File: src/rtl/fetch_unit_pkg.sv
// Shared types and constants for the fetch unit: state encoding, opcodes,
// halt marker and the absolute branch/jump target table.
package fetch_unit_pkg;

  localparam int PC_W  = 10;
  localparam int TBL_N = 64;

  typedef enum logic [1:0] {
    IDLE = 2'd0,
    RUN  = 2'd1,
    HALT = 2'd2
  } state_t;

  localparam logic [2:0] OP_NOP = 3'b000;
  localparam logic [2:0] OP_J   = 3'b100;
  localparam logic [2:0] OP_BEQ = 3'b101;

  // A jump to this operand is the halt instruction.
  localparam logic [5:0] HALT_OPERAND = 6'h3F;

  typedef logic [TBL_N-1:0][PC_W-1:0] target_tbl_t;

  // Mostly a stride-20 table, with a few hand-placed targets (low code,
  // the top of the address space) used by boot code.
  function automatic target_tbl_t build_targets();
    target_tbl_t t;
    for (int i = 0; i < TBL_N; i++) t[i] = PC_W'(i * 20);
    t[3] = PC_W'(100);
    t[4] = PC_W'(10);
    t[5] = PC_W'(1023);
    t[6] = PC_W'(50);
    return t;
  endfunction

  localparam target_tbl_t TARGET_TABLE = build_targets();

endpackage

File: src/rtl/target_lut.sv
// Combinational operand -> absolute target address lookup.
module target_lut #(
  parameter int PC_W = 10
) (
  input  logic [5:0]      idx,
  output logic [PC_W-1:0] target
);
  import fetch_unit_pkg::*;

  assign target = PC_W'(TARGET_TABLE[idx]);

endmodule

File: src/rtl/fetch_unit.sv
// Instruction fetch: owns pc and the IDLE/RUN/HALT sequencer, splits the
// fetched word into opcode/operand and counts RUN cycles.
module fetch_unit #(
  parameter int PC_W    = 10,
  parameter int INSTR_W = 9
) (
  input  logic               clk,
  input  logic               rst_n,
  input  logic               start,
  input  logic [INSTR_W-1:0] instr_rdata,
  input  logic               branch,
  input  logic               jump,
  input  logic               zero,
  output logic [PC_W-1:0]    pc,
  output logic [2:0]         opcode,
  output logic [5:0]         operand,
  output logic               instr_valid,
  output logic               done,
  output logic [15:0]        cycle_count
);
  import fetch_unit_pkg::*;

  state_t          state, state_nxt;
  logic            is_halt;
  logic            take_target;
  logic [PC_W-1:0] target;
  logic [15:0]     count_inc;

  assign opcode  = instr_rdata[8:6];
  assign operand = instr_rdata[5:0];

  assign is_halt     = (opcode == OP_J) && (operand == HALT_OPERAND);
  assign take_target = jump || (branch && zero);
  assign count_inc   = (cycle_count == 16'hFFFF) ? cycle_count : cycle_count + 16'd1;

  target_lut #(.PC_W(PC_W)) u_target_lut (
    .idx    (operand),
    .target (target)
  );

  always_ff @(posedge clk or negedge rst_n) begin
    if (!rst_n) state <= IDLE;
    else        state <= state_nxt;
  end

  always_comb begin
    state_nxt = state;
    case (state)
      IDLE:    if (start) state_nxt = RUN;
      RUN:     if (!start && is_halt) state_nxt = HALT;
      HALT:    if (start) state_nxt = RUN;
      default: state_nxt = IDLE;
    endcase
  end

  always_comb begin
    instr_valid = (state == RUN);
  end

  // start wins over everything; the halt cycle itself still counts as a RUN cycle.
  always_ff @(posedge clk or negedge rst_n) begin
    if (!rst_n) begin
      pc          <= '0;
      done        <= 1'b0;
      cycle_count <= '0;
    end else begin
      case (state)
        RUN: begin
          if (start) begin
            pc          <= '0;
            cycle_count <= '0;
          end else if (is_halt) begin
            done        <= 1'b1;
            cycle_count <= count_inc;
          end else begin
            pc          <= take_target ? target : pc + PC_W'(1);
            cycle_count <= count_inc;
          end
        end
        IDLE, HALT: begin
          if (start) begin
            pc          <= '0;
            done        <= 1'b0;
            cycle_count <= '0;
          end
        end
        default: ;
      endcase
    end
  end

endmodule

File: config.mk
export PLATFORM = sky130hd
export DESIGN_NAME = fetch_unit
export DESIGN_NICKNAME = d
export VERILOG_FILES = /design/src/rtl/fetch_unit_pkg.sv /design/src/rtl/target_lut.sv /design/src/rtl/fetch_unit.sv
export SDC_FILE = /design/constraint.sdc
export NUM_CORES = 1
export LEC_CHECK = 0
export BUFFER_PORTS_ARGS = -buffer_cell sky130_fd_sc_hd__buf_4
export CORE_MARGIN = 5
export CORE_UTILIZATION = 40
export CTS_CLUSTER_DIAMETER = 150
export DETAILED_ROUTE_END_ITERATION = 16
export SLEW_MARGIN = 20
export SYNTH_ARGS = -nofsm -noshare
export SYNTH_HDL_FRONTEND = slang
export SYNTH_SLANG_ARGS = --single-unit
File: constraint.sdc
create_clock -name clk -period 2.8 [get_ports clk]
set_input_delay 0.28 -clock clk [delete_from_list [all_inputs] [get_ports clk]]
set_output_delay 0.28 -clock clk [all_outputs]
set_load 0.1 [all_outputs]
==> results of run 1 <==
[logic make-up after synthesis]
family,synth area share
AO/OA/AOI/OAI,0.261
XOR/XNOR,0.00389
adder cells (fa/ha/maj),0.0501
buffers and inverters,0.0890
flip-flops,0.323
multiplexers,0.0512
AND/OR/NAND/NOR,0.222
[registers in the layout (all words and copies together) (netlist names)]
name and flops:
cycle_count 16, pc 10, state 2, done 1
[final cells by class]
cell class | count | share of cell area
clock inverter | 1 | 0.0110
sequential | 29 | 0.265
inverter | 17 | 0.0233
multi-input combinational | 196 | 0.484
tap | 72 | 0.0329
timing repair buffer | 55 | 0.152
clock buffer | 7 | 0.0316
[tightest hold or removal path, stage by stage]
cell	delay [ns]
sky130_fd_sc_hd__buf_4	0.13
sky130_fd_sc_hd__nor2_1	0.05
sky130_fd_sc_hd__nand2_1	0.05
sky130_fd_sc_hd__o21ai_0	0.07
[worst paths after layout]
path | start | endpoint | slack, ns
setup reg to reg | cycle_count[0] | cycle_count[12] | 0.44
hold / removal | start | state[1] | 0.34
hold reg to reg | done | done | 0.48
min in group asynchronous | rst_n | cycle_count[1] | 0.47
setup / recovery | cycle_count[0] | cycle_count[12] | 0.44
max in group asynchronous | rst_n | pc[3] | 2.03
[layout by cell type (no fill, tap or decap), types with 7 or more instances in the layout]
cell type / n
sky130_fd_sc_hd__ha_1: 9
sky130_fd_sc_hd__nand4_1: 7
sky130_fd_sc_hd__inv_1: 17
sky130_fd_sc_hd__dfrtp_1: 29
sky130_fd_sc_hd__nand2_1: 24
sky130_fd_sc_hd__mux2i_1: 7
sky130_fd_sc_hd__a31oi_1: 17
sky130_fd_sc_hd__buf_4: 54
sky130_fd_sc_hd__o21ai_0: 17
sky130_fd_sc_hd__nand3_1: 14
sky130_fd_sc_hd__nor2_1: 11
[stage by stage]
step / cell area (um2) / utilization
6_report: 2740 / 0.500
2_1_floorplan: 2250 / -
3_5_place_dp: 2610 / 0.477
3_3_place_gp: 2610 / 0.477
4_1_cts: 2740 / 0.500
5_1_grt: 2740 / 0.500
[per-layer routing]
| layer | track usage | wire length (um) |
|---|---|---|
| met5 | 0 | 0 |
| met3 | 0.0330 | 274 |
| met4 | 0.0676 | 94 |
| met2 | 0.290 | 2950 |
| met1 | 0.211 | 2660 |
[report_power, final]
group          total (mW)  internal, mW  switching, mW
combinational       0.495         0.126          0.369
clock               0.451         0.290          0.161
sequential          0.483         0.444         0.0388
total                1.43         0.860          0.569
[timing repair]
| action | CTS | global route |
|---|---|---|
| hold endpoints to repair | 29 | 0 |
| setup buffers | 0 | 0 |
| hold buffers | 1 | 0 |
==> flow_summary.ini, run 1 <==
[clocking]
cts_sinks = 29
numCtsBuffers = 5
clk_latency_worst_skew_pair_ns = 0.28
ctsLongestPathBuffers = 2
clock-root-buffer = sky130_fd_sc_hd__clkbuf_8
worst_setup_hold_path_clk_slew_ns = 0.06
cts_resized = 0
clock_tree.htree_level_count = 2
cts_tree = built

[setup_path]
critPathTopFamily = simple AND/OR/NAND/NOR gates
timing_worst_setup_path_type = reg -> reg
worst_path_max_delay_cell = sky130_fd_sc_hd__or4_4
nature_of_the_critical_path_startpoint = flip-flop
crit_path_max_incr_delay_ns = 0.64
cp.depth = 5
critical_path.cell_chain = ha_1 -> nand4_1 -> or4_4 -> a22o_1 -> o221ai_1
cp.required_ns = 2.99
timing.reg2reg.worst_path_depth = 5
arrival_ns = 2.55
endpoint_kind = flip-flop
worst-path-max-fanout = 16
critPathBufInv = 0

[logic_synthesis]
synthesis.area_um2 = 2250
netlist.top_cell.by_area = sky130_fd_sc_hd__dfrtp_1
synth.lib_cells_used.distinct = 55
biggest_area_contributors_in_the_synthesized_netlist = sky130_fd_sc_hd__dfrtp_1 32%, sky130_fd_sc_hd__ha_1 5.0%, sky130_fd_sc_hd__a31oi_1 4.7%
synth.top_cell.area_share = 0.323
post_synth_most_frequent_cells = 29 x sky130_fd_sc_hd__dfrtp_1, 24 x sky130_fd_sc_hd__nand2_1, 17 x sky130_fd_sc_hd__a31oi_1, 17 x sky130_fd_sc_hd__inv_1, 17 x sky130_fd_sc_hd__o21ai_0
netlist_instances = 265
synthesis.nets = 289
total_of_flip_flops_plus_latches_after_synthesis = 29
ys.warnings.count = 0
post-synth-top-count-cell = sky130_fd_sc_hd__dfrtp_1
synth-seq-area-share = 0.323
post_synth.cell_area_avg_um2 = 8.49
synth-async-reset-ratio = 1.00
post_synth_edffs = 0
synth_flop_cell = sky130_fd_sc_hd__dfrtp_1

[finish]
layout-drive-gt1-share = 0.243
antenna_cells = 0
layout.cells.non_filler = 377
num-nets-final = 328
fillers = 552
synthToLayoutAreaGrowth_pct = 21.6
multi_input_area_um2 = 1320
area.sequential_um2 = 726

[global_route]
first_pass_grt_wire_length_um = 10100
first_global_vias = 2118
grt.total_usage = 0.171
grt_overflow_total = 0
maximum_number_of_pins_on_one_net_before_global_route_repair = 30
antenna_found_initial = 0

[route]
num_vias = 2166
final_antenna_net_count = 0
firstDrtPassIters = 4
drt-initial-drc-count = 101
drc = 0
detail_route.wl_per_cell_um = 15.9
drt-total-wl_um = 5980
viasPerCell = 5.75

[timing]
final_period_minus_worst_setup_slack_ns = 2.36
maxSlewViolCount = 0
fin_worst_skew_ns = 0.00984
timing.hold.ws_ns = 0.345
max_slew_margin = 0.500
fmaxAchievable_mhz = 424
least_setup_slack_across_all_paths_after_layout_ns = 0.440
post-route-period-util = 0.843
tightestPinTransition_ns = 0.748
final_hold_violating_endpoints = 0
rsz0062_at_grt = false
timing.final.setup_violations = 0
setup_total_negative_slack_ns = 0

[worst_hold_path]
min_delay_path_depth = 4
holdCritPathClass = in -> reg

[placed_design]
place.gp.congestion = 0.807
dp_cells = 368
detailedPlacementHpwl_um = 4330
post-place-ws_ns = 0.445
place.port_buffers = 51

[die]
die-height_um = 85.0
core-area_um2 = 5470
die_width_um = 85.0
placement_rows = 27
floorplan.initialDensity = 0.411
die_area_um2 = 7220
count_of_boundary_i_o_pins = 52

[pwr]
total_power_draw_mw = 1.43
power.density_nw_per_um2 = 522
static-leakage-power_nw = 1.21
vdd.ir_drop.worst_v = 0.000324

[job]
max_cap_viol_count = 0

[status]
outcome = completed
(Power assumes the default switching activity.)
==> run 2: changes to the inputs <==
- clock period: 2.8 -> 2.4 ns (I/O delays scaled with it)
==> flow_summary.ini, run 2 (synthesized netlist as in run 1, its figures left out) <==
[status]
outcome = completed

[pwr]
vdd.ir_drop.worst_v = 0.000304
power.density_nw_per_um2 = 569
static-leakage-power_nw = 1.19

[setup_path]
worst_path_max_delay_cell = sky130_fd_sc_hd__or4_4
timing_worst_setup_path_type = reg -> reg
crit_path_max_incr_delay_ns = 0.50
arrival_ns = 2.27
cp.required_ns = 2.59
critical_path.cell_chain = ha_1 -> nand4_1 -> or4_4 -> a22o_1 -> a31oi_1
worst-path-max-fanout = 16
nature_of_the_critical_path_startpoint = flip-flop
endpoint_kind = flip-flop

[timing]
maxSlewViolCount = 0
least_setup_slack_across_all_paths_after_layout_ns = 0.320
final_hold_violating_endpoints = 0
setup_total_negative_slack_ns = 0
timing.final.setup_violations = 0
fmaxAchievable_mhz = 481
max_slew_margin = 0.567
fin_worst_skew_ns = 0.00853
tightestPinTransition_ns = 0.650
post-route-period-util = 0.867
final_period_minus_worst_setup_slack_ns = 2.08
rsz0062_at_grt = false

[finish]
fillers = 552
biggestRegsByFlops = cycle_count x16, pc x10, state x2
antenna_cells = 0
area.sequential_um2 = 742
num-nets-final = 331
register_bank_with_the_most_flops = cycle_count
synthToLayoutAreaGrowth_pct = 22.1
final_core_utilization = 0.502
max_reg_flops = 16
mostFrequentLayoutCell = sky130_fd_sc_hd__buf_4
multi_input_area_um2 = 1320
layout-drive-gt1-share = 0.289
layout.cells.most_common_list = 57 x sky130_fd_sc_hd__buf_4, 24 x sky130_fd_sc_hd__nand2_1, 17 x sky130_fd_sc_hd__inv_1, 17 x sky130_fd_sc_hd__a31oi_1, 17 x sky130_fd_sc_hd__o21ai_0

[clocking]
clock_tree.htree_level_count = 2
post_cts_hold_buffer_count = 1
worst_setup_hold_path_clk_slew_ns = 0.07
clock-root-buffer = sky130_fd_sc_hd__clkbuf_8
ctsLongestPathBuffers = 2
cts_tree = built
numCtsBuffers = 5
post_cts.repair.setup_buffers = 0
cts_resized = 0
clk_latency_worst_skew_pair_ns = 0.28
cts_sinks = 29

[route]
detail_route.wl_per_cell_um = 15.8
viasPerCell = 5.69
drt-initial-drc-count = 109
final_antenna_net_count = 0
firstDrtPassIters = 4
num_vias = 2164
drt-total-wl_um = 5990
drc = 0

[global_route]
maximum_number_of_pins_on_one_net_before_global_route_repair = 30
grt_overflow_total = 0
grt_max_usage_layer = met2
grt.met1_usage = 0.217
first_global_vias = 2000
grt.total_usage = 0.169
grt_use_met3 = 0.0369
first_pass_grt_wire_length_um = 10100
antenna_found_initial = 0
global_route.usage.met2 = 0.290

[die]
placement_rows = 27
die_width_um = 85.0
die_area_um2 = 7220
core-area_um2 = 5470
floorplan.initialDensity = 0.411
count_of_boundary_i_o_pins = 52
die-height_um = 85.0

[placed_design]
place.port_buffers = 51
place.gp.congestion = 0.807
detailedPlacementHpwl_um = 4320
post-place-ws_ns = 0.326

[worst_hold_path]
holdCritPathClass = in -> reg

[job]
max_cap_viol_count = 0
run 2: metal layers:
layer / up-vias / wire (um)
met5: - / 0
met4: 0 / 30
met3: 4 / 222
met2: 37 / 2980
met1: 1044 / 2750
li1: 1079 / -
run 2: final timing paths:
kind,startpoint,endpoint,slack (ns),depth (start not counted)
setup reg to reg,cycle_count[0],cycle_count[7],0.32,5
hold reg to reg,done,done,0.49,2
max in group asynchronous,rst_n,cycle_count[13],1.67,2
setup / recovery,cycle_count[0],cycle_count[7],0.32,5
hold / removal,start,state[1],0.29,4
min in group asynchronous,rst_n,done,0.42,2
run 2: cell type report:
class	instances	share of cell area
clock buffers	8	0.0328
inverters	17	0.0232
multi-input cells	196	0.482
flip-flops and latches	29	0.270
well taps	72	0.0328
repair buffers	58	0.159
run 2: critical path, delay by kind of cell, from the launching register on:
kind | cells | cell delay, ns
AND/OR/NAND/NOR | 2 | 0.63
AO/OA/AOI/OAI | 2 | 0.75
adder cells (fa/ha/maj) | 1 | 0.22
flip-flops | 1 | 0.39
run 2: through the flow:
| step | cells | hold slack [ns] | area [um2] | power, mW |
|---|---|---|---|---|
| floorplan | 265 | -0.0556 | 2270 | 1.01 |
| CTS | 380 | 0.291 | 2750 | 1.58 |
| global route | 380 | 0.328 | 2750 | 1.64 |
| detailed placement | 371 | 0.192 | 2650 | 1.16 |
| global placement | 371 | 0.190 | 2650 | 1.15 |
| finish | 380 | 0.293 | 2750 | 1.56 |
run 2: report_power, final:
part           switching [mW]  internal (mW)
Clock                   0.183          0.234
Sequential             0.0457          0.519
Combinational           0.432          0.149
